[src/rtl/mac_acumulador.sv]
// Signed multiply-accumulate stage: sums N_TERMS products of DW-bit operand pairs
// into an AW-bit result, tagged with the scaling selector of the block's first term.
module mac_acumulador #(
  parameter int DW      = 18,
  parameter int AW      = 60,
  parameter int N_TERMS = 16,
  parameter int CW      = 10
) (
  input  logic                 clk,
  input  logic                 rst,
  input  logic                 clr,
  input  logic                 in_valid,
  output logic                 in_ready,
  input  logic signed [DW-1:0] a,
  input  logic signed [DW-1:0] b,
  input  logic [5:0]           s_cfg,
  output logic signed [AW-1:0] r,
  output logic [5:0]           s,
  output logic                 out_valid,
  input  logic                 out_ready
);

  localparam logic [CW-1:0] LAST_IDX = CW'(N_TERMS - 1);

  // Handshake: a beat moves on a rising edge where valid and ready are both high.
  // Valid never depends on ready; r/s are held while out_valid=1 and out_ready=0.
  // The whole pipeline advances only when the output register can take a result.
  logic en;
  logic xfer_in;
  logic xfer_out;

  logic [CW-1:0]          count;
  logic signed [2*DW-1:0] p;
  logic                   p_v;
  logic                   p_first;
  logic                   p_last;
  logic [5:0]             s_hold;
  logic signed [AW-1:0]   acc;
  logic signed [AW-1:0]   p_ext;
  logic signed [AW-1:0]   acc_next;

  assign en       = !out_valid || out_ready;
  assign in_ready = en && !clr;
  assign xfer_in  = in_valid && in_ready;
  assign xfer_out = out_valid && out_ready;

  assign p_ext    = {{(AW-2*DW){p[2*DW-1]}}, p};
  assign acc_next = (p_first ? '0 : acc) + p_ext;

  // Stage 1: product register and term counter.
  always_ff @(posedge clk or posedge rst) begin
    if (rst) begin
      count   <= '0;
      p       <= '0;
      p_v     <= 1'b0;
      p_first <= 1'b0;
      p_last  <= 1'b0;
      s_hold  <= '0;
    end else if (clr) begin
      count <= '0;
      p_v   <= 1'b0;
    end else if (en) begin
      p       <= a * b;
      p_v     <= xfer_in;
      p_first <= (count == '0);
      p_last  <= (count == LAST_IDX);
      if (xfer_in) begin
        count <= (count == LAST_IDX) ? '0 : count + 1'b1;
        if (count == '0) s_hold <= s_cfg;
      end
    end
  end

  // Stage 2: accumulator and output register. s_hold is still the current block's
  // selector here, since the next block's first term overwrites it on the same edge.
  always_ff @(posedge clk or posedge rst) begin
    if (rst) begin
      acc       <= '0;
      r         <= '0;
      s         <= '0;
      out_valid <= 1'b0;
    end else if (clr) begin
      acc       <= '0;
      out_valid <= 1'b0;
    end else begin
      if (en && p_v) begin
        acc <= acc_next;
        if (p_last) begin
          r <= acc_next;
          s <= s_hold;
        end
      end
      if (en && p_v && p_last) out_valid <= 1'b1;
      else if (xfer_out)       out_valid <= 1'b0;
    end
  end

endmodule

[config.mk]
export PLATFORM = sky130hd
export DESIGN_NAME = mac_acumulador
export DESIGN_NICKNAME = d
export VERILOG_FILES = /design/src/rtl/mac_acumulador.sv
export SDC_FILE = /design/constraint.sdc
export NUM_CORES = 1
export LEC_CHECK = 0
export CAP_MARGIN = 0
export CORE_ASPECT_RATIO = 1.4
export CORE_MARGIN = 5
export CORE_UTILIZATION = 44
export DETAILED_ROUTE_END_ITERATION = 12
export HOLD_SLACK_MARGIN = 0.08
export PLACE_DENSITY = 0.75
export SLEW_MARGIN = 10
export SYNTH_ARGS = -nofsm -noshare
export SYNTH_HDL_FRONTEND = slang
export SYNTH_SLANG_ARGS = --single-unit
[constraint.sdc]
create_clock -name clk -period 6.25 [get_ports clk]
set_clock_uncertainty 0.15 [all_clocks]
set_input_delay 0.9375 -clock clk [delete_from_list [all_inputs] [get_ports clk]]
set_output_delay 0.9375 -clock clk [all_outputs]
set_load 0.05 [all_outputs]
==> metrics.yaml, run 1 <==
run_status:
  status: "complete, but fails checks"
  failed_checks: "negative setup slack"
route:
  drtIter0Drc: 1041
  drc_errors: 0
  num_vias: 18600
  wl_per_cell_um: 18.3
  drtPass1Iterations: 6
  ant_nets: 0
  vias_per_cell: 5.36
  wirelength_mm: 63.7
cts:
  clk_pin_slew_ps: 70
  cts_max_level: 4
  cts_buffers: 17
  cts-root-buf: "clkbuf_16"
  insertion_delay_ps: 450
  postCtsHoldBufs: 0
  cts_sinks: 182
  cts_buffer_depth: 2
  cts_tree: "yes"
sta:
  tightestPinTransition_ps: 1050
  min_period_ps: 6740
  min_period_over_period_pct: 108
  drv_slew: 0
  fmax_mhz: 148
  final-setup-viol-count: 10
  hold_viol: 0
  finalWorstSetupSlack_ps: -493
  relSlewSlack_pct: 29.7
  rsz0062_at_grt: "yes"
global_route:
  grt_start_max_net_pins: 69
  antenna_found_initial: 1
  track_usage_pct: 22.4
  grt_pass1_vias: 20500
  grt_overflow: 0
  grt_pass1_wl_mm: 104
floorplanning:
  initial_core_util_pct: 44.5
  die_w_um: 202
  rows: 98
  pin_count: 115
  die_h_um: 279
  core_mm2: 0.0511
  dieArea_mm2: 0.0564
place:
  dp.cells: 3373
  port_buffers: 114
  gp_congestion: 0.934
  dp_hpwl_mm: 48.5
min_path:
  min_path_type: "reg2reg"
  min-delay-start: "s_hold[1]"
  holdPathEnd: "s[1]"
  hold_path_depth: 2
logic_synthesis:
  synth_seq_cells: 182
  synth.distinct_cells: 79
  synth_edf_count: 0
  ys.flop_type: "dfrtp_1"
  synth.cells.most_frequent: "inv_1 (407), nand2_1 (382), fa_1 (330)"
  synthTopCellsByArea: "fa_1 (29%), dfrtp_1 (20%), ha_1 (8.5%)"
  synth_area_mm2: 0.0227
  syn_nets: 3027
  synth.most_common_cell: "inv_1"
  avgSynthCellArea_um2: 9.11
  yosysTopAreaCell: "fa_1"
  yosysTopAreaCellShare_pct: 29.1
  async_flop_share_pct: 100
  synth_warnings: 0
  synth-seq-area-share_pct: 20.0
  synthCells: 2496
cells_and_area:
  drive_gt1_share_pct: 20.5
  stdcell_count: 3474
  area_growth_syn_to_layout_pct: 24.3
  fillers: 4292
  fin_nets: 3342
setup_path:
  cp_max_fo: 5
  cp.required_ps: 6480
  rrSetupSlack_ps: 1940
  r2r_start: "p_first"
  worstSetupPathType: "in2reg"
  reg2reg_depth: 13
  timing.rr.end: "r[52]"
  start_kind: "input port"
  critPathCaptureType: "flop"
  crit_arrival_ps: 6970
flow_run:
  cap_viol_max_count: 0
==> how the worst max path moves through the flow <==
stage | from | endpoint | slack, ps
floorplan | b[9] | p[35] | -540
global placement | a[7] | p[35] | -1110
detailed placement | a[8] | p[35] | -1260
CTS | b[8] | p[35] | -450
global route | b[10] | p[35] | -630
finish | b[8] | p[35] | -490
==> worst max-delay path: stages <==
cell	delay (ps)
buf_6	100
buf_6	130
buf_6	130
and2_4	130
fa_1	530
inv_1	50
fa_1	460
fa_1	530
inv_2	50
fa_1	490
fa_1	540
inv_2	50
fa_1	510
inv_2	40
ha_4	220
a21oi_4	180
nand2_2	80
a2bb2oi_2	140
a32oi_2	340
o221a_4	270
o21ai_4	60
o41ai_4	340
o221ai_2	140
or4_1	420
nand3_1	100
==> layout by cell type, fill, tap and decap left out, drive strengths merged, types with 51 or more instances in the layout <==
| cell | count |
|---|---|
| nand2 | 383 |
| dfrtp | 182 |
| inv | 409 |
| a21oi | 97 |
| ha | 154 |
| a22o | 51 |
| clkdlybuf4s50 | 78 |
| nor2b | 71 |
| o21ai | 96 |
| and2 | 171 |
| nor2 | 71 |
| buf | 298 |
| fa | 330 |
| xnor2 | 66 |
==> area by class of cell <==
class | instances | area [um^2] | area share (%)
diodes | 1 | 2.50 | 0.00885
inverters | 408 | 1540 | 5.45
flip-flops and latches | 182 | 4560 | 16.1
clock inverters | 11 | 101 | 0.359
well taps | 650 | 813 | 2.88
multi-input cells | 1807 | 17000 | 60.1
repair buffers | 395 | 3800 | 13.4
clock buffers | 20 | 457 | 1.62
==> through the flow <==
stage / TNS [ps] / cell area [um^2] / setup slack (ps) / utilization, % / hold WS, ps
6_report: -2120 / 28300 / -493 / 55.3 / 320
5_1_grt: -4580 / 28300 / -633 / 55.3 / 338
4_1_cts: -1750 / 27900 / -449 / 54.6 / 325
3_5_place_dp: -18580 / 26300 / -1260 / 51.5 / 309
3_3_place_gp: -15860 / 26300 / -1110 / 51.5 / 296
2_1_floorplan: -1590 / 23100 / -537 / - / 285
==> sequential cells by signal, summed over array words and instances, names as in the netlist <==
name,flops
r,60
p,36
s_hold,6
acc,60
out_valid,1
p_v,1
s,6
p_first,1
count,10
p_last,1
==> cell families (layout without fill, tap and decap cells) <==
logic type	count (synthesis)	after routing	share of synthesized area (%)
adder cells (fa/ha/maj)	484	484	37.5
AO/OA/AOI/OAI	390	390	11.8
multiplexers	27	27	1.32
flip-flops	182	182	20.0
XOR/XNOR	93	93	3.58
buffers and inverters	507	834	8.43
other	0	1	0
AND/OR/NAND/NOR	813	813	17.3
==> what timing repair did <==
action,CTS,global route
cloned,14,1
buffers inserted,45,14
resized for setup,263,109
pin swaps,127,116
endpoints found under the setup margin,20,20
==> per-layer routing <==
layer	share of wire, %	up-vias	track usage, %
met3	3.5	201	1.91
met2	53	599	42.0
met5	0	-	0
met4	5.5	0	11.2
met1	38	9285	25.6
li1	-	8546	-
Power of run 1 is not shown: default switching activity piles up to over one toggle a cycle in this logic, so the estimate is an artifact.
==> inputs of run 2 (changes only) <==
--- a/config.mk
+++ b/config.mk
@@ -11,7 +11,7 @@
 export CORE_UTILIZATION = 44
 export DETAILED_ROUTE_END_ITERATION = 12
 export HOLD_SLACK_MARGIN = 0.08
-export PLACE_DENSITY = 0.75
+export PLACE_DENSITY = 0.72
 export SLEW_MARGIN = 10
 export SYNTH_ARGS = -nofsm -noshare
 export SYNTH_HDL_FRONTEND = slang
==> constraint.sdc (replaced) <==
create_clock -name clk -period 6.65 [get_ports clk]
set_clock_uncertainty 0.15 [all_clocks]
set_input_delay 0.9975 -clock clk [delete_from_list [all_inputs] [get_ports clk]]
set_output_delay 0.9975 -clock clk [all_outputs]
set_load 0.05 [all_outputs]
==> run 2 against run 1 <==
Net effect:
- the run still ends with negative setup slack left
- clock-buffer cell count is 4 higher
- design area down 2.3%
- via count down 2.6%
- utilization shrank 1.3 points
- cell count decreased by 0.75%
- hold slack got worse by 2.5 ps
- critical path depth decreased by 1
- global-route usage fell by 1.1 points
- sequential share of layout area is 0.37 points higher
- worst setup slack improved by 450 ps
- die area did not move
- critical endpoint unchanged
- largest cell class unchanged
==> metrics.yaml, run 2 (same netlist as run 1, synthesis figures left out) <==
setup_path:
  reg2reg_depth: 13
  rrSetupSlack_ps: 2190
  cp.required_ps: 6890
  critPathBufInv: 6
  r2r_start: "p_first"
  critPathCaptureType: "flop"
  cp_max_fo: 6
  cpMostUsedCell: "fa_1"
  critical_path.startpoint: "b[7]"
  timing.rr.end: "r[42]"
  critPathTopFamily: "adder cells"
  crit_chain: "buf_4 > bufbuf_16 > and2_1 > fa_1 > inv_1 > fa_1 > fa_1 > inv_1 > fa_1 > fa_1 > inv_1 > fa_1 > inv_1 > ha_4 > a21oi_4 > nand2_2 > a2bb2oi_2 > a32oi_2 > o221a_4 > o21ai_4 > o41ai_4 > o221ai_2 > or4_1 > nand3_1"
  worstSetupPathType: "in2reg"
  cp_slowest_cell: "fa_1"
  cp.depth: 24
  cp_slowest_stage_delay_ps: 520
  start_kind: "input port"
  critPathCapture: "p[35]"
  crit_arrival_ps: 6940
route:
  ant_nets: 0
  num_vias: 18200
  drc_errors: 0
  wirelength_mm: 59.7
  vias_per_cell: 5.26
  drtIter0Drc: 914
  drtPass1Iterations: 6
  wl_per_cell_um: 17.3
sta:
  tightestPinTransition_ps: 1000
  drv_slew: 0
  rsz0062_at_grt: "yes"
  final-setup-viol-count: 1
  hold_viol: 0
  setup_tns_ps: -46.8
  min_period_over_period_pct: 101
  hold_ws_ps: 318
  relSlewSlack_pct: 33.2
  min_period_ps: 6700
  fmax_mhz: 149
  finalWorstSetupSlack_ps: -46.8
cells_and_area:
  utilization_pct: 54.0
  area_growth_syn_to_layout_pct: 21.5
  num_antenna_cells: 0
  final_common_cell: "inv_1"
  fin_nets: 3318
  layout_common_cells: "inv_1 (375), nand2_1 (366), fa_1 (310)"
  stdcell_count: 3448
  fillers: 4473
  drive_gt1_share_pct: 17.9
  top_regs: "acc: 60 flops, r: 60 flops, p: 36 flops"
min_path:
  min-delay-start: "s_hold[4]"
  hold_path_depth: 2
  min_path_type: "reg2reg"
global_route:
  antenna_found_initial: 0
  grt_pass1_wl_mm: 98.8
  grt_pass1_vias: 19800
  grt_start_max_net_pins: 136
  grt_overflow: 0
  track_usage_pct: 21.3
cts:
  cts_buffer_depth: 2
  postCtsHoldBufs: 0
  cts_max_level: 4
  cts_buffers: 17
  cts_sinks: 182
  cts_tree: "yes"
  cts-root-buf: "clkbuf_16"
  insertion_delay_ps: 450
  clk_pin_slew_ps: 70
flow_run:
  cap_viol_max_count: 0
run_status:
  status: "complete, but fails checks"
  failed_checks: "negative setup slack"
place:
  dp_hpwl_mm: 48.0
  gp_congestion: 0.895
  port_buffers: 114
  dp.cells: 3366
floorplanning:
  initial_core_util_pct: 44.5
  pin_count: 115
  dieArea_mm2: 0.0564
  core_mm2: 0.0511
  rows: 98
  die_h_um: 279
  die_w_um: 202
==> run 2: repair_timing <==
action / 4_1_cts / 5_1_grt
hold endpoints to repair: 0 / 0
resized for setup: 190 / 96
buffers inserted: 41 / 10
pin swaps: 87 / 50
setup endpoints to repair: 13 / 11
cloned: 6 / 1
==> run 2: how the worst min path moves through the flow <==
stage / endpoint / slack (ps)
after floorplan: s[0] / 280
after global placement: s[0] / 290
after detailed placement: s[0] / 310
after CTS: s[4] / 330
after global routing: r[43] / 330
final: s[4] / 320
==> run 2: worst register-to-register path, cell delays in order (launching register included) <==
cell and delay, ps:
dfrtp_2 940, nor2b_1 140, ha_1 260, fa_1 440
a211oi_2 300, o21ai_1 140, and3_1 210, nor4_4 390
o311ai_2 220, a31oi_2 300, inv_2 80, a311o_1 330
xor2_1 180, mux2_2 280
==> run 2: per-stage QoR <==
| step | setup slack [ps] | cell area (um^2) |
|---|---|---|
| 3_5_place_dp | -956 | 26100 |
| 5_1_grt | -196 | 27600 |
| 6_report | -46.8 | 27600 |
| 3_3_place_gp | -875 | 26100 |
| 4_1_cts | -9.55 | 27400 |
| 2_1_floorplan | -205 | 23000 |
==> run 2: layer usage <==
metal | vias to the layer above | track usage (%) | share of wire [%]
li1 | 8499 | - | -
met1 | 9053 | 25.1 | 39
met2 | 474 | 40.0 | 54
met3 | 124 | 2.22 | 3.7
met4 | 0 | 8.17 | 3.5
met5 | - | 0 | 0
==> run 2: cell type report <==
| type | count | area, um^2 | share of cell area [%] |
|---|---|---|---|
| repair buffers | 371 | 3350 | 12.1 |
| clock buffers | 24 | 482 | 1.74 |
| well taps | 650 | 813 | 2.94 |
| clock inverters | 6 | 70.1 | 0.254 |
| inverters | 408 | 1540 | 5.59 |
| multi-input cells | 1807 | 16800 | 60.8 |
| flip-flops and latches | 182 | 4560 | 16.5 |
Power of run 2 is left out for the same reason.
==> inputs of run 3 (changes only) <==
--- a/config.mk
+++ b/config.mk
@@ -12,7 +12,6 @@
 export DETAILED_ROUTE_END_ITERATION = 12
 export HOLD_SLACK_MARGIN = 0.08
 export PLACE_DENSITY = 0.72
-export SLEW_MARGIN = 10
 export SYNTH_ARGS = -nofsm -noshare
 export SYNTH_HDL_FRONTEND = slang
 export SYNTH_SLANG_ARGS = --single-unit
==> results of run 3 <==
No change in the layout: final DEF, timing and power equal those of run 2.
Power of run 3 is left out for the same reason.
